$ cat src/rtl/col_out_collector.sv
// Column output collector: absorbs per-lane skew from an array's columns and
// reassembles complete rows in a small per-lane-indexed buffer.
module col_out_collector #(
  parameter int COL    = 3,
  parameter int W_DATA = 8,
  parameter int DEPTH  = 4
) (
  input  logic                  i_clk,
  input  logic                  i_rst_n,
  input  logic [COL-1:0]        i_data_valid,
  input  logic [W_DATA*COL-1:0] i_data,
  output logic [W_DATA*COL-1:0] o_row_data,
  output logic                  o_row_valid,
  input  logic                  i_row_ready,
  input  logic                  i_clr_ovf,
  output logic                  o_overflow,
  output logic                  o_busy
);

  localparam int AW = $clog2(DEPTH);
  typedef logic [AW-1:0] ptr_t;

  ptr_t                  wp_q [COL];
  ptr_t                  wp_d [COL];
  ptr_t                  rp_q, rp_d;
  logic [COL-1:0]        fill_q [DEPTH];
  logic [COL-1:0]        fill_d [DEPTH];
  logic [W_DATA-1:0]     mem_q [DEPTH][COL];
  logic [W_DATA-1:0]     lane_in [COL];
  logic [COL-1:0]        accept;
  logic                  drop_any;
  logic                  pop;
  logic                  row_valid_q, row_valid_d;
  logic [W_DATA*COL-1:0] row_data_q, row_data_d;
  logic                  ovf_q, ovf_d;
  logic                  busy_q, busy_d;

  always_comb begin
    for (int i = 0; i < COL; i++) begin
      lane_in[i] = i_data[W_DATA*(COL-i)-1 -: W_DATA];
    end
  end

  // Pop frees entry rp before lane writes are evaluated, so a lane wrapping
  // onto the head entry in the popping cycle is accepted rather than dropped.
  always_comb begin
    pop      = row_valid_q & i_row_ready;
    rp_d     = pop ? rp_q + ptr_t'(1) : rp_q;
    accept   = '0;
    drop_any = 1'b0;
    for (int e = 0; e < DEPTH; e++) begin
      fill_d[e] = fill_q[e];
    end
    if (pop) begin
      fill_d[rp_q] = '0;
    end
    for (int i = 0; i < COL; i++) begin
      wp_d[i] = wp_q[i];
      if (i_data_valid[i]) begin
        if (!fill_q[wp_q[i]][i] || (pop && (wp_q[i] == rp_q))) begin
          accept[i]            = 1'b1;
          fill_d[wp_q[i]][i]   = 1'b1;
          wp_d[i]              = wp_q[i] + ptr_t'(1);
        end else begin
          drop_any = 1'b1;
        end
      end
    end
    busy_d = 1'b0;
    for (int e = 0; e < DEPTH; e++) begin
      busy_d = busy_d | (|fill_d[e]);
    end
    row_valid_d = &fill_d[rp_d];
    // Head row is registered from next-state storage; no comb path to outputs.
    for (int i = 0; i < COL; i++) begin
      row_data_d[W_DATA*(COL-i)-1 -: W_DATA] =
        (accept[i] && (wp_q[i] == rp_d)) ? lane_in[i] : mem_q[rp_d][i];
    end
    ovf_d = drop_any | (ovf_q & ~i_clr_ovf);
  end

  always_ff @(posedge i_clk or negedge i_rst_n) begin
    if (!i_rst_n) begin
      for (int i = 0; i < COL; i++) begin
        wp_q[i] <= '0;
      end
      for (int e = 0; e < DEPTH; e++) begin
        fill_q[e] <= '0;
      end
      rp_q        <= '0;
      row_valid_q <= 1'b0;
      row_data_q  <= '0;
      ovf_q       <= 1'b0;
      busy_q      <= 1'b0;
    end else begin
      for (int i = 0; i < COL; i++) begin
        wp_q[i] <= wp_d[i];
      end
      for (int e = 0; e < DEPTH; e++) begin
        fill_q[e] <= fill_d[e];
      end
      rp_q        <= rp_d;
      row_valid_q <= row_valid_d;
      row_data_q  <= row_data_d;
      ovf_q       <= ovf_d;
      busy_q      <= busy_d;
    end
  end

  always_ff @(posedge i_clk) begin
    for (int i = 0; i < COL; i++) begin
      if (accept[i]) begin
        mem_q[wp_q[i]][i] <= lane_in[i];
      end
    end
  end

  assign o_row_data  = row_data_q;
  assign o_row_valid = row_valid_q;
  assign o_overflow  = ovf_q;
  assign o_busy      = busy_q;

endmodule
$ cat config.mk
export PLATFORM = sky130hd
export DESIGN_NAME = col_out_collector
export DESIGN_NICKNAME = d
export VERILOG_FILES = /design/src/rtl/col_out_collector.sv
export SDC_FILE = /design/constraint.sdc
export NUM_CORES = 1
export LEC_CHECK = 0
export CORE_MARGIN = 4
export CORE_UTILIZATION = 45
export DETAILED_ROUTE_END_ITERATION = 6
export GPL_TIMING_DRIVEN = 0
export HOLD_SLACK_MARGIN = 0.03
export PLACE_DENSITY = 0.68
export SKIP_CTS_REPAIR_TIMING = 1
export SLEW_MARGIN = 0
export SYNTH_ARGS = -nofsm -noshare
export SYNTH_HDL_FRONTEND = slang
export SYNTH_SLANG_ARGS = --single-unit
$ cat constraint.sdc
create_clock -name i_clk -period 2 [get_ports i_clk]
set_input_delay 0.2 -clock i_clk [delete_from_list [all_inputs] [get_ports i_clk]]
set_output_delay 0.2 -clock i_clk [all_outputs]
set_load 0.01 [all_outputs]
Yosys cells after proc, flatten, opt, wreduce, memory -nomap -nowiden
Memory sizes are Yosys's and may differ from the RTL's. A register that Yosys moved wholly into a read port is not among the register bits.
Index checks and enable logic that the tools add are counted.
{ "op_classes": {"addsub": 4, "mul": 0, "n_div": 0, "n_lt_le_gt_ge": 9, "n_eq_ne": 3, "shifts": 0, "muxes": 46, "bitwise": 17, "n_reduce_logical": 22} }
{ "ops": {"columns": ["op", "count"], "rows": [
  ["$mux 12", 7],
  ["$or 12x12->12", 3],
  ["$bmux 3 s2", 4],
  ["$demux 3 s2", 4],
  ["$mux 1", 21],
  ["$mux 3", 6],
  ["$ge 3x3->1 const B", 5],
  ["$not 2->3", 5],
  ["$and 12x12->12", 1],
  ["$lt 3x1->1 const B", 4],
  ["$not 12->12", 1],
  ["$reduce_or 3->1", 4],
  ["$add 2x1->2 const B", 4],
  ["$mux 2", 4],
  ["$logic_and 1x1->1", 7],
  ["$eq 2x2->1", 3],
  ["$reduce_and 2->1", 3],
  ["$logic_not 1->1", 4],
  ["$or 1x1->1", 4],
  ["$logic_or 1x1->1", 3],
  ["$reduce_and 3->1", 1],
  ["$and 1x1->1", 2],
  ["$not 1->1", 1]
]} }
{ "word_totals": {"register_bits": 23, "latch_bits": 0, "ramBits": 96, "rom_bits": 0, "inputBits": 31, "out_inout_bits": 27, "n_memories": 1} }
{ "memory_table": {"columns": ["memory", "words", "width", "rd", "rd_ports_with_merged_regs", "wr", "line", "rtl"], "rows": [
  ["mem_q", 4, 24, 1, 1, 3, "28", "logic [W_DATA-1:0] mem_q [DEPTH][COL];"]
]} }

Depth between registers and ports, before layout
{ "logic_depth": {"ltp_word": 21, "depth_mapped": 8, "ltp_nobuf": 8} }

Least setup slack after synthesis
No wires, ideal clock.
{ "synth_path": {"kind": "flip-flop to flip-flop", "start": "register row_valid_q (netlist: o_row_valid)", "end": "register row_data_q[0] (netlist: o_row_data[0]) (read register of mem_q)", "setup_time_ns": 0.125, "t_arrival_ns": 1.958, "required_time_ns": 1.875, "path_slack_ns": -0.083, "path_stages_with_launch": 6, "n_path_buf": 1, "period_less_slack_ns": 2.083, "cell_sequence": "dfrtp_1 -> nand2_2 -> xnor2_1 -> buf_4 -> mux4_2 -> mux2_2"} }
{ "synth_between": {"elab_chain_len": 2} }
{ "synth_rtl": {"columns": ["item", "line", "rtl"], "rows": [
  ["start: declaration", "33", "logic row_valid_q, row_valid_d;"],
  ["start signal: assignment", "103", "row_valid_q <= row_valid_d;"],
  ["$and 1x1->1", "47", "pop = row_valid_q & i_row_ready;"],
  ["$mux 2", "48", "rp_d = pop ? rp_q + ptr_t'(1) : rp_q;"],
  ["end: declaration", "34", "logic [W_DATA*COL-1:0] row_data_q, row_data_d;"]
]} }
Every way passes these cells.
A chain may end at the register's enable or synchronous reset.

Worst setup path in the final report
{ "layout_path": {"start": "register row_valid_q (netlist: o_row_valid)", "end": "register row_data_q[10] (netlist: o_row_data[10]) (read register of mem_q)"} }
Same word-level chain as after synthesis.

==> flow_metrics.tcl <==
set metrics [dict create \
    outcome "complete, but fails checks" \
    violations "negative setup slack" \
    ios 58 \
    synth_cells 337 \
    path_class "flop to flop" \
    cts_num_sinks 143 \
    die_height_um 123 \
    grt_antenna_before_repair 0 \
    ys.flop_type "edfxtp_1" \
    wirelength_met1_um 5450 \
    post_synth_num_cell_types 41 \
    leakagePower_nw 3.04 \
    hold_violations 0 \
    fill_cells 876 \
    fin_crit_sh_pct 104 \
    synth_compound_area_share_pct 3.41 \
    drive_gt1_share_pct 37.4 \
    rows 41 \
    die_area_um2 15100 \
    portBuffers 57 \
    skew_ns 0.00876 \
    crit_fanout 8 \
    dpl.cell_count 567 \
    antenna_cells 0 \
    synth_mux_area_share_pct 15.1 \
    ys_async_sr_fraction_pct 32.9 \
    yosys.area.top_type_share_pct 48.6 \
    tns_ns -0.495 \
    nNetsFinal 488 \
    clock_path_buffers 2 \
    place_ws_ns -0.660 \
    endpoint_kind "flop" \
    synth_xor_area_share_pct 2.36 \
    grt.total_usage_pct 16.9 \
    wl_per_cell_um 20.3 \
    synth-simple-area-share_pct 5.46 \
    r2r_setup_slack_ns -0.08 \
    setup_viol 13 \
    synth.most_common_cell "edfxtp_1" \
    top_layer_used "met4" \
    r2r_cells 7 \
    grt_pass1_vias 3392 \
    clkTransAtPathRegs_ns 0.06 \
    routabilityCongestion 0.759 \
    cts_made_buffers 17 \
    grt_pass1_wl_um 18600 \
    detail-route-antenna-nets 0 \
    grt_setup_unrepaired "true" \
    grt_max_degree 30 \
    clk_latency_ns 0.41 \
    drcViolationCount 0 \
    synth_warnings 0 \
    die_x_um 123 \
    fin_crit_ns 2.08 \
    fin_cells 626 \
    whs_ns 0.300 \
    vdd_drop_max_v 0.000952 \
    cap_viol_max_count 0 \
    cts_max_level 4 \
    seq_area_frac_synth_pct 68.4 \
    syn_to_final_growth_pct 36.8 \
    rr_endpoint "o_row_data[10]" \
    dp_hpwl_um 7800 \
    worstReg2RegStart "o_row_valid" \
    synth_top_area_cell "edfxtp_1" \
    synth_top_family_by_area "multiplexers" \
    start_kind "flop" \
    grt-ovfl-total 0 \
    start_util_pct 46.5 \
    syn_nets 384 \
    yosys-top-cells-count "edfxtp_1, dfrtp_1, mux2_2" \
    synthAdderAreaFrac_pct 3.37 \
    dr.pass1.iters 4 \
    cp.required_ns 2.29 \
    tightest_slew_ns 0.528 \
    viasPerCell 5.41 \
    wl_met2_um 6410 \
    ys_ff_latch 143 \
    max_freq_mhz 480 \
    synth_edf_count 96 \
    ctsRootBufferMaster "clkbuf_16" \
    postLayoutSetupSlackWorst_ns -0.0833 \
    dr_wl_met3_um 597 \
    arrival_ns 2.38 \
    vias 3387 \
    slew_headroom_pct 64.8 \
    synth.avg_cell_area_um2 17.6 \
    core_area_um2 12800 \
    synthTopCellsByArea "edfxtp_1, dfrtp_1, mux4_2, mux2_2, ha_1" \
    cts_tree "yes" \
    hold_class "primary input to asynchronous set/reset pin" \
    drt_iter0_drc 236 \
    syn_area_um2 5940 \
    powerDensity_nw_per_um2 1810 \
    slew_violations 0 \
    routed_wl_um 12700 \
]
cell type report:
| class | instances | area (µm²) | area share, % |
|---|---|---|---|
| Buffer | 9 | 120 | 1.48 |
| Clock buffer | 21 | 460 | 5.67 |
| Clock inverter | 11 | 163 | 2.00 |
| Inverter | 15 | 58.8 | 0.724 |
| Multi-Input combinational cell | 170 | 2150 | 26.5 |
| Sequential cell | 143 | 4070 | 50.1 |
| Tap cell | 172 | 215 | 2.65 |
| Timing Repair Buffer | 85 | 883 | 10.9 |
through the flow:
step	cell area (µm²)	power [mW]	util [%]
2_1_floorplan	5950	7.81	-
3_3_place_gp	6740	9.22	52.7
3_5_place_dp	6750	9.38	52.8
4_1_cts	7370	12.7	57.7
5_1_grt	8120	15.4	63.6
6_report	8120	14.7	63.6
flip-flops by register name, summed over array words and instances (netlist names):
| register | flops |
|---|---|
| mem_q | 96 |
| o_row_data | 24 |
| fill_q | 12 |
| wp_q | 6 |
| rp_q | 2 |
| o_busy | 1 |
| o_overflow | 1 |
| o_row_valid | 1 |
cells by family after synthesis:
| kind of cell | count (synthesis) |
|---|---|
| AOI/OAI and AO/OA | 26 |
| adders and majority gates | 16 |
| and+or+nand+nor | 56 |
| xor gates and xnor gates | 16 |
| DFF | 143 |
| muxes | 56 |
| buffers and inverters | 24 |
report_power, final:
part,switching [mW],internal [mW],leakage (nW)
logic,3.05,3.78,1.34
registers,0.443,4.11,1.41
clock network,1.14,2.14,0.300
total,4.63,10.0,3.04
worst max-delay path: stages (launching register included):
cell	delay, ns
dfrtp_2	0.45
nand2_8	0.12
xnor2_4	0.19
buf_12	0.15
buf_12	0.14
xnor2_1	0.31
nand3_4	0.22
mux2_4	0.35
worst max path at each step:
stage / start / end / slack, ns / depth (start not counted)
2_1_floorplan: o_row_valid / o_row_data[0] / 0.02 / 5
3_3_place_gp: i_rst_n / wp_q[4] / -0.97 / 1
3_5_place_dp: i_row_ready / o_row_data[4] / -0.66 / 6
4_1_cts: rp_q[0] / o_row_data[10] / -0.43 / 7
5_1_grt: o_row_valid / o_row_data[10] / -0.17 / 7
6_report: o_row_valid / o_row_data[10] / -0.08 / 7
metal layers:
layer	vias to the layer above	GRT usage, %
met5	-	0
met4	0	5.88
met3	19	4.65
met2	90	26.8
met1	1764	22.7
li1	1514	-
placed cells by master (no fill, tap or decap), types with 8 or more instances in the layout:
master and count:
clkdlybuf4s50_1 55, mux2_4 12, inv_1 14, nand2_1 12, clkbuf_16 19, mux2_2 18
mux4_2 24, edfxtp_1 96, buf_4 19, ha_1 15, dfrtp_1 39, buf_12 8
dfrtp_2 8
Note: power is estimated with default switching activity, not from simulation.
==> variant: new RTL, same flow settings <==
`row_data_q` no longer has a reset.
--- a/src/rtl/col_out_collector.sv
+++ b/src/rtl/col_out_collector.sv
@@ -91,3 +91,2 @@
       row_valid_q <= 1'b0;
-      row_data_q  <= '0;
       ovf_q       <= 1'b0;
@@ -103,3 +102,2 @@
       row_valid_q <= row_valid_d;
-      row_data_q  <= row_data_d;
       ovf_q       <= ovf_d;
@@ -107,2 +105,6 @@
     end
+  end
+
+  always_ff @(posedge i_clk) begin
+    row_data_q <= row_data_d;
   end
Behaviour: not the same (a bounded check fails within 4 cycles, from zero or initial values and one cycle with i_rst_n low).
==> variant against the unedited design <==
- critical path type is now flip-flop to primary output
- synthesized area fell by 16%
- power decreased by 26%
- setup slack better by 0.0054 ns
- sequential cell count decreased by 22
- combinational power decreased by 38%
- register-to-register slack improved by 0.09 ns
- clock skew decreased by 0.0012 ns
- the flow still finishes with violations (setup timing)
- routed wire length is 24% lower
- final area decreased by 17%
==> variant: results (changes against the unedited design) <==
** Route
- Met1 layer wirelength in the final routing :: 4.23 mm (-23%)
- The aggregate routed wire length came to 9.70 mm (-24%).
- The sum of met3 wire segment lengths after detailed routing came to 447 um (-25%).
- The routed via count was 2778 (-18%).

** Critical path
- Slowest Stage Delay on Critical Path :: 0.51 ns (+0.06 ns)
- Launch point of the worst reg-to-reg path :: rp_q[1]
- CP arrival :: 1.88 ns (-0.50 ns)

** Pwr
- The switching power share of the total was 33.2% (+1.6 points).
- The combinational group share of total power came to 39.1% (-7.5 points).
- Leakage component of the power :: 2.51 nW (-17%)
- P_comb :: 4.23 mW (-38%)
- Worst IR drop on VDD :: 989 uV (+3.8%)

** STA
- The final setup violation count is 3 (-10).
- Total negative slack :: -0.200 ns (+0.296 ns)
- Worst setup margin :: -0.0779 ns (+0.00538 ns)
- The worst clock skew was 0.00753 ns (-0.00123 ns).

** Placement
- Worst-case setup slack after placement :: -0.412 ns (+0.248 ns)
- Routability-driven placement congestion ratio :: 0.806 (+6.3%)
- Cell count after placement :: 475 (-16%)
- The standard cell area after detailed placement came to 5760 um2 (-15%).

** Synth
- The post-synthesis adder-cell area fraction was 3.99% (+0.62 points).
- By area the synthesized netlist is led by edfxtp_1 58%, dfrtp_1 11%, mux4_2 11%.
- The portion of the post-synthesis area used by sequential elements was 69.8% (+1.4 points).

** Global routing
- The largest net degree at the start of global routing was 24 (-20%).
- Wire length of the first global-routing pass :: 14.9 mm (-20%)
- The number of global-route vias before repair is 2785 (-18%).

** Clock network
- Clock insertion delay at the later pin of the skew report :: 0.51 ns (+0.10 ns)
- Root Driver :: clkbuf_8

** Finish
- The layout net count was 412 (-16%).
- Count of fill cells added during filler insertion :: 766 (-13%)

** Status
- Status :: finished, violations left
- The checks that failed: setup timing.
## variant: final cells by class
| cell class | instances | area, um2 | share of cell area, % |
|---|---|---|---|
| plain buffers | 6 | 77.6 | 1.15 |
| repair buffers | 70 | 707 | 10.5 |
| inverters | 13 | 48.8 | 0.726 |
| flip-flops and latches | 121 | 3510 | 52.2 |
| clock inverters | 15 | 128 | 1.90 |
| clock buffers | 17 | 414 | 6.16 |
| multi-input cells | 136 | 1660 | 24.7 |
| well taps | 140 | 175 | 2.60 |
## variant: routing by layer
metal,vias up,track usage [%]
li1,1266,-
met1,1438,21.0
met2,67,23.7
met3,7,5.20
met4,0,5.05
met5,-,0
## variant: logic make-up (layout without fill, tap and decap cells)
logic type | after synthesis | after routing
adder cells (fa/ha/maj) | 16 | 16
flip-flops | 121 | 121
AND/OR/NAND/NOR | 52 | 52
buffers and inverters | 21 | 121
multiplexers | 32 | 32
AO/OA/AOI/OAI | 26 | 26
XOR/XNOR | 10 | 10
